$ cat config.mk
export PLATFORM = sky130hd
export DESIGN_NAME = vector_alu_pipe
export DESIGN_NICKNAME = d
export VERILOG_FILES = /design/src/rtl/vector_alu_pipe.sv
export SDC_FILE = /design/constraint.sdc
export NUM_CORES = 2
export LEC_CHECK = 0
export BUFFER_PORTS_ARGS = -buffer_cell sky130_fd_sc_hd__buf_4
export CORE_ASPECT_RATIO = 0.7
export CORE_MARGIN = 3
export CORE_UTILIZATION = 45
export DETAILED_ROUTE_END_ITERATION = 12
export GPL_ROUTABILITY_DRIVEN = 0
export PLACE_DENSITY = 0.66
export SLEW_MARGIN = 20
export SYNTH_ARGS = -nofsm -noshare
export SYNTH_HDL_FRONTEND = slang
export SYNTH_SLANG_ARGS = --single-unit
$ cat constraint.sdc
create_clock -name clk -period 2.4 [get_ports clk]
set_input_delay 0.12 -clock clk [delete_from_list [all_inputs] [get_ports clk]]
set_output_delay 0.12 -clock clk [all_outputs]
set_load 0.05 [all_outputs]
$ cat src/rtl/vector_alu_pipe.sv
// vector_alu_pipe: pipelined lane-parallel vector ALU with valid/ready backpressure, flush and lane masks.
// Define VALU_SAT_EN for unsigned saturating ADD/SUB and the sat_flag output.
module vector_alu_pipe #(
    parameter int LANES  = 16,
    parameter int LANE_W = 8,
    parameter int STAGES = 2,
    parameter int TAG_W  = 5
) (
    input  logic                    clk,
    input  logic                    reset,
    input  logic                    flush,
    input  logic                    in_valid,
    output logic                    in_ready,
    input  logic [4:0]              in_op,
    input  logic [LANES*LANE_W-1:0] in_srcA,
    input  logic [LANES*LANE_W-1:0] in_srcB,
    input  logic [LANES-1:0]        in_mask,
    input  logic [TAG_W-1:0]        in_rd,
    output logic                    out_valid,
    input  logic                    out_ready,
    output logic [LANES*LANE_W-1:0] out_result,
    output logic [TAG_W-1:0]        out_rd,
    output logic [LANES-1:0]        out_mask,
    output logic                    out_illegal,
`ifdef VALU_SAT_EN
    output logic                    sat_flag,
`endif
    output logic                    busy
);
    localparam int VW = LANES * LANE_W;
    localparam int SH = $clog2(LANE_W);

    if (STAGES < 1 || STAGES > 4) begin : g_bad_stages
        $error("vector_alu_pipe: STAGES must be in 1..4");
    end

    typedef struct packed {
        logic             v;
        logic [VW-1:0]    res;
        logic [TAG_W-1:0] rd;
        logic [LANES-1:0] mask;
        logic             ill;
`ifdef VALU_SAT_EN
        logic             sat;
`endif
    } stage_t;

    stage_t            st [STAGES];
    stage_t            nxt;
    logic [STAGES-1:0] v;
    logic [STAGES-1:0] rdy;
    logic              acc;

    function automatic logic [LANE_W-1:0] lane_alu(input logic [4:0] op, input logic [LANE_W-1:0] a, input logic [LANE_W-1:0] b);
`ifdef VALU_SAT_EN
        logic [LANE_W-1:0] s;
        s = a + b;
`endif
        case (op)
`ifdef VALU_SAT_EN
            5'd0:    lane_alu = s < a ? '1 : s;
            5'd1:    lane_alu = a < b ? '0 : a - b;
`else
            5'd0:    lane_alu = a + b;
            5'd1:    lane_alu = a - b;
`endif
            5'd2:    lane_alu = a & b;
            5'd3:    lane_alu = a | b;
            5'd4:    lane_alu = a ^ b;
            5'd5:    lane_alu = a << b[SH-1:0];
            5'd6:    lane_alu = a >> b[SH-1:0];
            5'd7:    lane_alu = a * b;
            5'd8:    lane_alu = a < b ? a : b;
            5'd9:    lane_alu = a > b ? a : b;
            5'd10:   lane_alu = a;
            default: lane_alu = '0;
        endcase
    endfunction

`ifdef VALU_SAT_EN
    // A wrapped sum smaller than an operand means the lane overflowed.
    function automatic logic lane_sat(input logic [4:0] op, input logic [LANE_W-1:0] a, input logic [LANE_W-1:0] b);
        logic [LANE_W-1:0] s;
        s = a + b;
        lane_sat = (op == 5'd0 && s < a) || (op == 5'd1 && a < b);
    endfunction
`endif

    always_comb begin
        nxt      = '0;
        nxt.v    = 1'b1;
        nxt.rd   = in_rd;
        nxt.mask = in_mask;
        nxt.ill  = in_op > 5'd10;
        for (int i = 0; i < LANES; i++) begin
            nxt.res[i*LANE_W +: LANE_W] = in_mask[i] ? lane_alu(in_op, in_srcA[i*LANE_W +: LANE_W], in_srcB[i*LANE_W +: LANE_W])
                                                     : in_srcA[i*LANE_W +: LANE_W];
`ifdef VALU_SAT_EN
            nxt.sat = nxt.sat | (in_mask[i] & lane_sat(in_op, in_srcA[i*LANE_W +: LANE_W], in_srcB[i*LANE_W +: LANE_W]));
`endif
        end
    end

    always_comb begin
        v = '0;
        for (int k = 0; k < STAGES; k++) v[k] = st[k].v;
    end

    // A stage can load if it or any stage downstream of it has room.
    for (genvar k = 0; k < STAGES; k++) begin : g_rdy
        assign rdy[k] = out_ready | ~&v[STAGES-1:k];
    end

    assign in_ready    = rdy[0] & ~flush;
    assign acc         = in_valid & in_ready;
    assign busy        = |v;
    assign out_valid   = st[STAGES-1].v;
    assign out_result  = st[STAGES-1].res;
    assign out_rd      = st[STAGES-1].rd;
    assign out_mask    = st[STAGES-1].mask;
    assign out_illegal = st[STAGES-1].ill;
`ifdef VALU_SAT_EN
    assign sat_flag    = st[STAGES-1].sat;
`endif

    always_ff @(posedge clk or negedge reset) begin
        if (!reset) begin
            for (int k = 0; k < STAGES; k++) st[k] <= '0;
        end else begin
            if (acc) st[0] <= nxt;
            st[0].v <= rdy[0] ? acc : st[0].v && !flush;
            for (int k = 1; k < STAGES; k++) begin
                if (rdy[k] && st[k-1].v) st[k] <= st[k-1];
                st[k].v <= !flush && (rdy[k] ? st[k-1].v : st[k].v);
            end
        end
    end
endmodule

==> run summary <==
status - finished, violations left
failing checks - setup timing
worst slew pin tran - 1012 ps
f_max - 318.5 MHz
Util after Layout - 65.50%
Fin. Hold Viols - 0
Yosys cell types - 84
CP Cell Sequence - buf_4 > nand2_1 > fa_2 > fa_1 > inv_1 > fa_1 > inv_2 > fa_2 > inv_2 > ha_4 > buf_6 > xnor2_4 > a21oi_2 > o311ai_1 > nor3_1 > o21ai_1
Ys Warns - 0
Storage cell area - 7557 um^2
Worst EP required - 2860 ps
count of state elements after synthesis - 302
CTS max path bufs - 3
syn avg cell area - 7.775 um^2
Slew Limit Fails - 0
Reg clk slew, reported paths - 60 ps
die span in x - 417.2 um
I/O pin cnt - 440
worst setup path start - in_srcB[44]
Top FF cell, synth - dfrtp_1
fin crit period - 3139 ps
Antenna Nets Post-Route - 0
area of the multi-input gates - 44310 um^2
Core ar. - 116200 um^2
Final period util - 130.8%
Num CTS Buffers - 39
post-synth top area share - 15.41%
most frequent cells in the layout - buf_4, nor2_1, nand2_1
Overall Power - 36.49 mW
TritonCTS clock tree - yes
Crit path largest cell delay - 540 ps
Final setup viols - 68
crit path kind - input pin to flop
CP max FO - 4
IO buf count - 439
Hold WS - 12.17 ps
antenna violations before repair - 21
Syn-to-layout area delta - 42.94%
Clock Sinks - 302
commonest non-fill, non-tap cell in the layout - buf_4
total number of vias - 61302
first-pass GRT wire length - 356.0 mm
CTS root buffer - clkbuf_16
RSZ-0062 raised after global routing - true
FF-to-FF Start - out_valid$_DFF_PN0_
Slowest-stage cell, CP - fa_2
DP HPWL - 183.5 mm
DRC - 0
area of the mapped netlist - 53250 um^2
clock skew - 30.60 ps
WL final - 239.8 mm
post-synth top area cell - ha_1
layout cells sized above 1 - 38.14%
Mapped Cells - 6849
Crit path arrival time - 3600 ps
CP startpoint kind - input pin
Pwr per Cell Area - 479.4 nW/um^2
vias in the first global route - 59095
Hold Crit Start - in_srcA[99]
Peak VDD IR - 568.4 uV
DRC marker count from the first detailed-route iteration - 9138
sequential cell area fraction in the yosys report - 14.19%
worst setup margin - -739.4 ps
Post-synth EDFFs - 0
largest net degree at the start of global routing - 64
die area - 122600 um^2
wire per inst - 24.20 um
P_leak - 35.43 nW
critical path endpoint category - flop
gr ovfl total - 0
fin nets - 9496
Site Rows - 104
Sum Neg Setup Slack - -32100 ps
Hold Crit Class - input pin to flop
syn nets - 8016
Area contributors post-synth - ha_1, dfrtp_1, fa_1, inv_1, nor2_1
later-pin clock latency in the skew report - 600 ps
max_cap viols - 0
drt via density - 6.185
first-pass iteration count of the detailed router - 13
Slew HR - 32.42%
fillcell total - 9428
Synth async-reset ratio - 100.0%
die height - 293.8 um
depth of the CTS H-tree - 2
Tot GR Track Use - 36.90%
Initial Util - 45.82%
==> final timing paths <==
check | end | slack, ps | cells past startpoint
max in group asynchronous | st[250]$_DFFE_PN0P_ | 1470 | 3
worst min-delay path | st[272]$_DFFE_PN0P_ | 10 | 4
min in group asynchronous | st[168]$_DFFE_PN0P_ | 70 | 2
worst max-delay path | st[219]$_DFFE_PN0P_ | -740 | 16
worst min register to register | st[164]$_DFFE_PN0P_ | 470 | 2
worst max register to register | st[276]$_DFFE_PN0P_ | -180 | 8
==> metal layers <==
metal	vias up	GRT usage [%]	share of wire [%]
met5	-	0.07704	0.010
met4	4	17.26	5.9
met3	954	10.12	13
met2	4560	52.88	40
met1	29053	51.26	40
li1	26731	-	-
==> kinds of logic after synthesis <==
logic type                 count (synthesis)  synth area share [%]
AOI/OAI and AO/OA                       1897                 23.39
xor gates and xnor gates                 332                 5.461
adders and majority gates                880                 23.84
buffers and inverters                   1406                 11.15
DFF                                      302                 14.19
muxes                                    351                 8.696
and+or+nand+nor                         1681                 13.28
==> stage by stage <==
step                      setup WS [ps]  cell area [um^2]  cells
after floorplan                   -1184             55990   6849
after global placement            -1580             68750   9646
after detailed placement          -1580             68750   9646
after CTS                        -700.0             73700   9844
after global routing             -794.3             76110   9910
final                            -739.4             76110   9911
==> where the power goes <==
| part | total, mW | switching, mW | internal, mW |
|---|---|---|---|
| Sequential | 6.84 | 0.762 | 6.08 |
| Clock | 6.12 | 2.64 | 3.48 |
| Combinational | 23.5 | 13.0 | 10.5 |
==> sequential cells by signal, indices dropped and copies added (netlist names) <==
register,count
out_result,128
out_rd,5
out_valid,1
out_illegal,1
st,151
out_mask,16
==> layout make-up <==
| cell class | count | share of cell area, % |
|---|---|---|
| diodes | 18 | 0.05918 |
| clock buffers | 47 | 1.387 |
| clock inverters | 21 | 0.2844 |
| inverters | 795 | 4.471 |
| multi-input cells | 5141 | 58.22 |
| flip-flops and latches | 302 | 9.929 |
| well taps | 1537 | 2.527 |
| repair buffers | 2050 | 23.13 |
==> critical path: cells and delay by family <==
family          cells  cell delay, ps
xor+xnor            1             140
simple gates        2             380
compound gates      3             360
buf+inv             5             390
fa+ha+maj           5            2220
==> Yosys cell counts, drive strengths merged, types with 111 or more instances <==
library cell and instances:
nand2 635, o21ai 377, o22ai 126, inv 769, xnor2 261, mux2 163, ha 656, a21oi 510
a221oi 123, a22oi 111, fa 224, nor2 687, dfrtp 302, clkbuf 341, buf 270, mux2i 115
==> what timing repair did <==
action	4_1_cts	5_1_grt
gates resized for setup	649	459
hold buffers	71	0
pin swaps	354	363
setup buffers	66	54
endpoints found under the hold margin	271	0
gates cloned	0	1
endpoints found under the setup margin	79	111
Note: power is estimated with default switching activity, not from simulation.
